`config.mk`:
```
export PLATFORM = sky130hd
export DESIGN_NAME = hamming_link_ctrl
export DESIGN_NICKNAME = d
export VERILOG_FILES = /design/src/rtl/hamming_link_ctrl.sv
export SDC_FILE = /design/constraint.sdc
export NUM_CORES = 1
export LEC_CHECK = 0
export BUFFER_PORTS_ARGS = -buffer_cell sky130_fd_sc_hd__buf_2
export CAP_MARGIN = 10
export CORE_MARGIN = 2
export CORE_UTILIZATION = 55
export CTS_BUF_LIST = sky130_fd_sc_hd__clkbuf_4 sky130_fd_sc_hd__clkbuf_8 sky130_fd_sc_hd__clkbuf_16
export DETAILED_ROUTE_END_ITERATION = 10
export PLACE_DENSITY = 0.81
export SLEW_MARGIN = 20
export SYNTH_ARGS = -nofsm -noshare
export SYNTH_HDL_FRONTEND = slang
export SYNTH_SLANG_ARGS = --single-unit
```
`constraint.sdc`:
```
create_clock -name clk -period 3.9 [get_ports clk]
set_input_delay 0.585 -clock clk [delete_from_list [all_inputs] [get_ports clk]]
set_output_delay 0.585 -clock clk [all_outputs]
set_load 0.05 [all_outputs]
```
`src/rtl/hamming_link_ctrl.sv`:
```
// hamming_link_ctrl
//   Sequencer for the Hamming(7,4) link self-test. Each accepted start runs
//   one nibble through encode -> error injection -> decode -> check and
//   publishes the codeword, syndrome, corrected nibble and pass/fail status,
//   plus saturating run and failure counters.
//
// Ports
//   clk        in   system clock, rising edge
//   reset      in   synchronous active-high reset
//   start      in   single-cycle run request (honoured only in IDLE)
//   data_in    in   [3:0] nibble under test {d3,d2,d1,d0}
//   err_a      in   [2:0] first injected error position (0 = none)
//   err_b      in   [2:0] second injected error position (0 = none)
//   busy       out  run in progress
//   done       out  one-cycle completion pulse
//   codeword   out  [6:0] {d3,d2,d1,p4,d0,p2,p1} before injection
//   syndrome   out  [2:0] decoder syndrome (error position)
//   corrected  out  [3:0] decoded, corrected nibble
//   pass       out  corrected equals latched data_in
//   err_seen   out  syndrome nonzero
//   run_count  out  [CNT_W-1:0] completed runs, saturating
//   fail_count out  [CNT_W-1:0] failed runs, saturating
module hamming_link_ctrl #(
  parameter int unsigned CNT_W = 8
) (
  input  logic             clk,
  input  logic             reset,
  input  logic             start,
  input  logic [3:0]       data_in,
  input  logic [2:0]       err_a,
  input  logic [2:0]       err_b,
  output logic             busy,
  output logic             done,
  output logic [6:0]       codeword,
  output logic [2:0]       syndrome,
  output logic [3:0]       corrected,
  output logic             pass,
  output logic             err_seen,
  output logic [CNT_W-1:0] run_count,
  output logic [CNT_W-1:0] fail_count
);

  typedef enum logic [2:0] {IDLE, ENC, INJ, DEC, CHK} state_t;

  state_t           state_q, state_d;
  logic [3:0]       data_q, data_d;
  logic [2:0]       erra_q, erra_d;
  logic [2:0]       errb_q, errb_d;
  logic [6:0]       cw_q, cw_d;
  logic [6:0]       rx_q, rx_d;
  logic [2:0]       syn_q, syn_d;
  logic [3:0]       corr_q, corr_d;
  logic             pass_q, pass_d;
  logic             seen_q, seen_d;
  logic             done_q, done_d;
  logic [CNT_W-1:0] run_q, run_d;
  logic [CNT_W-1:0] fail_q, fail_d;

  // Position k (1..7) maps to codeword bit k-1; position 0 means no bit.
  function automatic logic [6:0] onehot7(input logic [2:0] k);
    logic [6:0] m;
    m = '0;
    if (k != 3'd0) m[k - 3'd1] = 1'b1;
    return m;
  endfunction

  function automatic logic [6:0] encode(input logic [3:0] d);
    logic p1, p2, p4;
    p1 = d[0] ^ d[1] ^ d[3];
    p2 = d[0] ^ d[2] ^ d[3];
    p4 = d[1] ^ d[2] ^ d[3];
    return {d[3], d[2], d[1], p4, d[0], p2, p1};
  endfunction

  function automatic logic [2:0] calc_syn(input logic [6:0] r);
    logic s1, s2, s4;
    s1 = r[0] ^ r[2] ^ r[4] ^ r[6];
    s2 = r[1] ^ r[2] ^ r[5] ^ r[6];
    s4 = r[3] ^ r[4] ^ r[5] ^ r[6];
    return {s4, s2, s1};
  endfunction

  logic [2:0] syn_c;
  logic [6:0] fixed_c;

  always_comb begin
    syn_c   = calc_syn(rx_q);
    fixed_c = rx_q ^ onehot7(syn_c);
  end

  always_comb begin
    state_d = state_q;
    data_d  = data_q;
    erra_d  = erra_q;
    errb_d  = errb_q;
    cw_d    = cw_q;
    rx_d    = rx_q;
    syn_d   = syn_q;
    corr_d  = corr_q;
    pass_d  = pass_q;
    seen_d  = seen_q;
    done_d  = 1'b0;
    run_d   = run_q;
    fail_d  = fail_q;

    unique case (state_q)
      IDLE: begin
        if (start) begin
          data_d  = data_in;
          erra_d  = err_a;
          errb_d  = err_b;
          state_d = ENC;
        end
      end
      ENC: begin
        cw_d    = encode(data_q);
        state_d = INJ;
      end
      INJ: begin
        // Equal nonzero positions cancel in the XOR, leaving the word intact.
        rx_d    = cw_q ^ onehot7(erra_q) ^ onehot7(errb_q);
        state_d = DEC;
      end
      DEC: begin
        syn_d   = syn_c;
        corr_d  = {fixed_c[6], fixed_c[5], fixed_c[4], fixed_c[2]};
        state_d = CHK;
      end
      CHK: begin
        pass_d = (corr_q == data_q);
        seen_d = (syn_q != 3'd0);
        if (run_q != '1) run_d = run_q + CNT_W'(1);
        if ((corr_q != data_q) && (fail_q != '1)) fail_d = fail_q + CNT_W'(1);
        done_d  = 1'b1;
        state_d = IDLE;
      end
      default: state_d = IDLE;
    endcase
  end

  always_ff @(posedge clk) begin
    if (reset) begin
      state_q <= IDLE;
      data_q  <= '0;
      erra_q  <= '0;
      errb_q  <= '0;
      cw_q    <= '0;
      rx_q    <= '0;
      syn_q   <= '0;
      corr_q  <= '0;
      pass_q  <= 1'b0;
      seen_q  <= 1'b0;
      done_q  <= 1'b0;
      run_q   <= '0;
      fail_q  <= '0;
    end else begin
      state_q <= state_d;
      data_q  <= data_d;
      erra_q  <= erra_d;
      errb_q  <= errb_d;
      cw_q    <= cw_d;
      rx_q    <= rx_d;
      syn_q   <= syn_d;
      corr_q  <= corr_d;
      pass_q  <= pass_d;
      seen_q  <= seen_d;
      done_q  <= done_d;
      run_q   <= run_d;
      fail_q  <= fail_d;
    end
  end

  assign busy       = (state_q != IDLE);
  assign done       = done_q;
  assign codeword   = cw_q;
  assign syndrome   = syn_q;
  assign corrected  = corr_q;
  assign pass       = pass_q;
  assign err_seen   = seen_q;
  assign run_count  = run_q;
  assign fail_count = fail_q;

endmodule

```
# ---- After elaboration in Yosys (flattened, before gate mapping)
# Cells that the tools add are included.
dict set report totals {
  output_inout_bits 34
  ff_bits 53
  rom_bits 0
  input_bits 13
  ram_bits 0
  n_memories 0
  latch_bits 0
  elab_cells 78
}
dict set report op_classes {
  n_eq_ne 9
  n_reduce_logical 13
  shift 0
  n_lt_le_gt_ge 6
  n_mux 14
  div 0
  bitwise_logic 18
  add_sub_neg 5
  mul 0
}
# operator n
set op_table {}
lappend op_table {{2-to-1 mux 7 bit} 5}
lappend op_table {{XOR 7 bit} 3}
lappend op_table {{adder 8 x 1 -> 8 bit (second input constant)} 2}
lappend op_table {{!= test 8 bit (second input constant)} 2}
lappend op_table {{nonzero test 3 bit} 5}
lappend op_table {{XOR 1 bit} 15}
lappend op_table {{less-than comparator 3 x 4 -> 1 bit (second input constant)} 3}
lappend op_table {{one-hot mux 3 bit (4 select lines)} 1}
lappend op_table {{demux 1 bit (select 3 bit)} 3}
lappend op_table {{greater-or-equal comparator 3 x 1 -> 1 bit (second input constant)} 3}
lappend op_table {{subtractor 3 x 1 -> 3 bit (second input constant)} 3}
lappend op_table {{== test 3 x 2 -> 1 bit (second input constant)} 2}
lappend op_table {{AND reduction 2 bit} 3}
lappend op_table {{== test 4 bit} 1}
lappend op_table {{logical AND 1 bit} 4}
lappend op_table {{2-to-1 mux 1 bit} 4}
lappend op_table {{!= test 4 bit} 1}
lappend op_table {{== test 3 x 1 -> 1 bit (second input constant)} 1}
lappend op_table {{== test 3 bit (second input constant)} 1}
lappend op_table {{logical NOT 3 bit} 1}
lappend op_table {{2-to-1 mux 3 bit} 1}
lappend op_table {{!= test 2 bit (second input constant)} 1}

# ---- Longest topological paths before layout
dict set report depth {
  ltp_word 10
  mapped_depth 9
}

# ---- Worst setup path after synthesis
# OpenSTA, ideal clock, no wires.
dict set report synth_path {
  kind {flip-flop to flip-flop}
  from {register rx_q[6]}
  to {register corr_q[2], in the netlist corrected[2]}
  arrival_ns 2.150
  path_slack_ns 1.660
  path_buffers 0
  setup_time_ns 0.091
  path_stages_with_launch 10
  t_required_ns 3.809
  period_less_slack_ns 2.240
  cell_sequence {dfxtp_1 -> xnor2_2 -> xor2_1 -> inv_2 -> ha_1 -> ha_1 -> nor2_1 -> nand2_1 -> or3_2 -> a311oi_1}
}
dict set report synth_via {
  elab_chain_cells 8
}
# element line
set synth_lines {}
lappend synth_lines {{from (decl)} 50} ;# logic [6:0] rx_q, rx_d;
lappend synth_lines {{from (signal assigned)} 162} ;# rx_q <= rx_d;
lappend synth_lines {{XOR 1 bit (on tied branches)} {77, 78, 79}}
lappend synth_lines {{subtractor 3 x 1 -> 3 bit} 63} ;# if (k != 3'd0) m[k - 3'd1] = 1'b1;
lappend synth_lines {{less-than comparator 3 x 4 -> 1 bit (implied by the code) or greater-or-equal comparator 3 x 1 -> 1 bit (tied branches)} 63}
lappend synth_lines {{logical AND 1 bit (implied by the code)} 63}
lappend synth_lines {{2-to-1 mux 1 bit (implied by the code)} 63}
lappend synth_lines {{demux 1 bit (select 3 bit)} 63}
lappend synth_lines {{2-to-1 mux 7 bit *} 63}
lappend synth_lines {{XOR 7 bit *} 88} ;# fixed_c = rx_q ^ onehot7(syn_c);
lappend synth_lines {{to (signal assigned)} 164} ;# corr_q <= corr_d;
lappend synth_lines {{to (decl)} 52} ;# logic [3:0] corr_q, corr_d;
# Mark *: on every way between the ends. The rest lies on a longest branch, timed or not.
# A chain may end at the register's enable or synchronous reset.

# ---- Final worst setup path
# Same ends and word-level chain as after synthesis.

==> results.toml <==
[status]
status = "finished, final reports clean"

[clocking]
h-tree-depth = 2
clock-sinks = 53
cts_resized = 0
hold_buffers = 0
numCtsBuffers = 5
clockBufferDepth = 2
cts_setup_buffers = 0
cts_tree = "done"
clock_latency_ns = 0.31
path_clk_slew_ns = 0.09
cts-root-buf = "clkbuf_8"

[sta]
whs_ns = 0.4648
fin_tns_setup_ns = 0
drv_slew = 0
fin_crit_sh_pct = 66.13
hold_violations = 0
fmax_mhz = 387.8
min_period_ns = 2.579
rsz0062_at_grt = "false"
worstMarginPinSlew_ns = 0.8684
max_slew_margin_pct = 42.11
setup_violations = 0
clock_skew_ns = 0.005288

[route]
antenna_left = 0
wl_per_cell_um = 12.98
vias_per_cell = 5.329
drc = 0
vias = 2217
drt-total-wl_um = 5398
firstDrtPassIters = 4
drtIter0Drc = 106

[final_layout]
final_area_um2 = 3127
drive_above_1_share_pct = 19.20
area_growth_pct = 14.06
regArea_um2 = 1061
final_nets = 369
antenna_cells = 0
final_common_cell = "dfxtp_1"
multiInputGateArea_um2 = 1579
fillerInstances = 422
layout_common_cells = "53 x dfxtp_1, 46 x buf_2, 39 x nand2_1"

[worst_setup_path]
path_cells = "xnor2_2, xor2_1, inv_2, ha_1, ha_1, nor2_1, nand2_1, or3_2, a311oi_1"
crit_cells = 9
rr_startpoint = "rx_q[6]"
cp_data_required_time_ns = 4.11
crit_end = "corrected[2]"
path_class = "flop to flop"
setup.worst_path.end_class = "flop"
regToRegEndpoint = "corrected[2]"
cp-start-kind = "flop"
cp_common_cell = "ha_1"
critPathMaxStageDelay_ns = 0.42
regToRegSetupSlack_ns = 1.32
reg2regPathDepth = 9
crit_buf_inv = 1
arrival_ns = 2.79
cp-startpoint = "rx_q[6]"
slowest_stage = "or3_2"
cp_top_family = "simple AND/OR/NAND/NOR gates"
path_max_fanout = 4

[grt]
grt_pass1_wl_um = 9080
grt_use_total_pct = 21.07
antenna_found_initial = 0
overflow = 0
grt_max_degree = 51
grt_pass1_vias = 2034

[pwr]
p_sw_share_pct = 27.69
p_sw_uw = 325.6
p_leak_nw = 1.215
irDropWorstVdd_mv = 0.2936
p_comb_share_pct = 17.2
power_frac_clock_pct = 32.9
p_seq_share_pct = 49.8
p_per_area_nw_per_um2 = 376.1
internal-power_uw = 850.3

[run]
drv_cap = 0

[floorplanning]
io-pin-count = 47
core_area_um2 = 4755
die_area_um2 = 5565
die_h_um = 74.60
die_x_um = 74.60
rows = 25
start_util_pct = 57.66

[yosys]
ys_seq_elements = 53
synth.avg_cell_area_um2 = 8.901
yosysWarningCount = 0
syn_inst = 308
synth_area_leaders = "dfxtp_1 39%, xnor3_1 5.8%, nand2_1 5.3%"
ys_types = 46
async_flop_share_pct = 0
ys_seq_area_share_pct = 38.70
synth-main-ff-cell = "dfxtp_1"
synth.top_cell.area_share_pct = 38.70
yosys.area.top_type = "dfxtp_1"
syn-cell-area_um2 = 2741
synth.net_count = 329
synth-edff-count = 0

[placement]
portBuffers = 46
place_hpwl_um = 4054
placed_area_um2 = 3007
gp_congestion = 0.8080

[min_path]
min_path_type = "flop to flop"
==> cells by family after synthesis <==
group,after synthesis,synth area share [%]
AO/OA/AOI/OAI,63,14.06
XOR/XNOR,31,13.69
adder cells (fa/ha/maj),8,3.651
buffers and inverters,25,3.697
flip-flops,53,38.70
multiplexers,14,5.340
AND/OR/NAND/NOR,114,20.86
==> power groups by stage <==
stage / Sequential (mW) / Combinational [mW] / Clock, mW
after global placement: 0.598 / 0.196 / 0
after detailed placement: 0.599 / 0.202 / 0
after floorplan: 0.613 / 0.143 / 0
after global routing: 0.590 / 0.223 / 0.419
final: 0.586 / 0.202 / 0.387
after CTS: 0.586 / 0.204 / 0.394
==> sequential cells by signal (all words and copies together), names as in the netlist <==
name and cells:
codeword 7, errb_q 3, err_seen 1, data_q 4, corrected 4, erra_q 3, done 1, state_q 3
syndrome 3, run_count 8, pass 1, rx_q 7, fail_count 8
==> cell usage after synthesis, drive strengths merged, types with 7 or more instances <==
master and n:
o21ai 13, xor2 8, mux2i 12, xnor2 16, nor2 28, xnor3 7
dfxtp 53, a211oi 8, ha 8, inv 10, a21oi 29, nand2 39
clkbuf 11
==> worst register-to-register path, cell delays in order, from the launching register on <==
cell	delay (ns)
dfxtp_1	0.38
xnor2_2	0.29
xor2_1	0.30
inv_2	0.09
ha_1	0.20
ha_1	0.29
nor2_1	0.14
nand2_1	0.11
or3_2	0.42
a311oi_1	0.28
==> final cells by class <==
cell class | instances | share of cell area, %
timing repair buffer | 48 | 7.843
multi-input combinational | 230 | 50.50
inverter | 10 | 1.200
clock buffer | 6 | 2.641
tap | 67 | 2.681
clock inverter | 2 | 1.200
sequential | 53 | 33.93
==> per-layer routing <==
layer	up-vias	wire, um	track usage [%]
met4	0	68	5.556
met5	-	0	0
met1	1020	2447	26.62
li1	1158	-	-
met2	32	2703	36.48
met3	7	178	4.607
==> stage by stage <==
step	utilization, %	setup WS, ns	cells	power, mW
3_3_place_gp	63.24	1.583	408	0.7934
6_report	65.76	1.321	416	1.176
4_1_cts	65.76	1.312	416	1.184
2_1_floorplan	-	1.660	308	0.7560
3_5_place_dp	63.24	1.426	408	0.8008
5_1_grt	65.76	1.139	416	1.233
==> worst min path at each step <==
stage / startpoint / to / slack [ns] / depth (start not counted)
after floorplan: erra_q[1] / erra_q[1] / 0.44 / 2
after detailed placement: errb_q[1] / errb_q[1] / 0.45 / 2
after global placement: errb_q[1] / errb_q[1] / 0.45 / 2
after global routing: erra_q[1] / erra_q[1] / 0.49 / 2
final: errb_q[1] / errb_q[1] / 0.46 / 2
after CTS: errb_q[1] / errb_q[1] / 0.47 / 2
No activity file was read; power rests on OpenSTA's default activity.
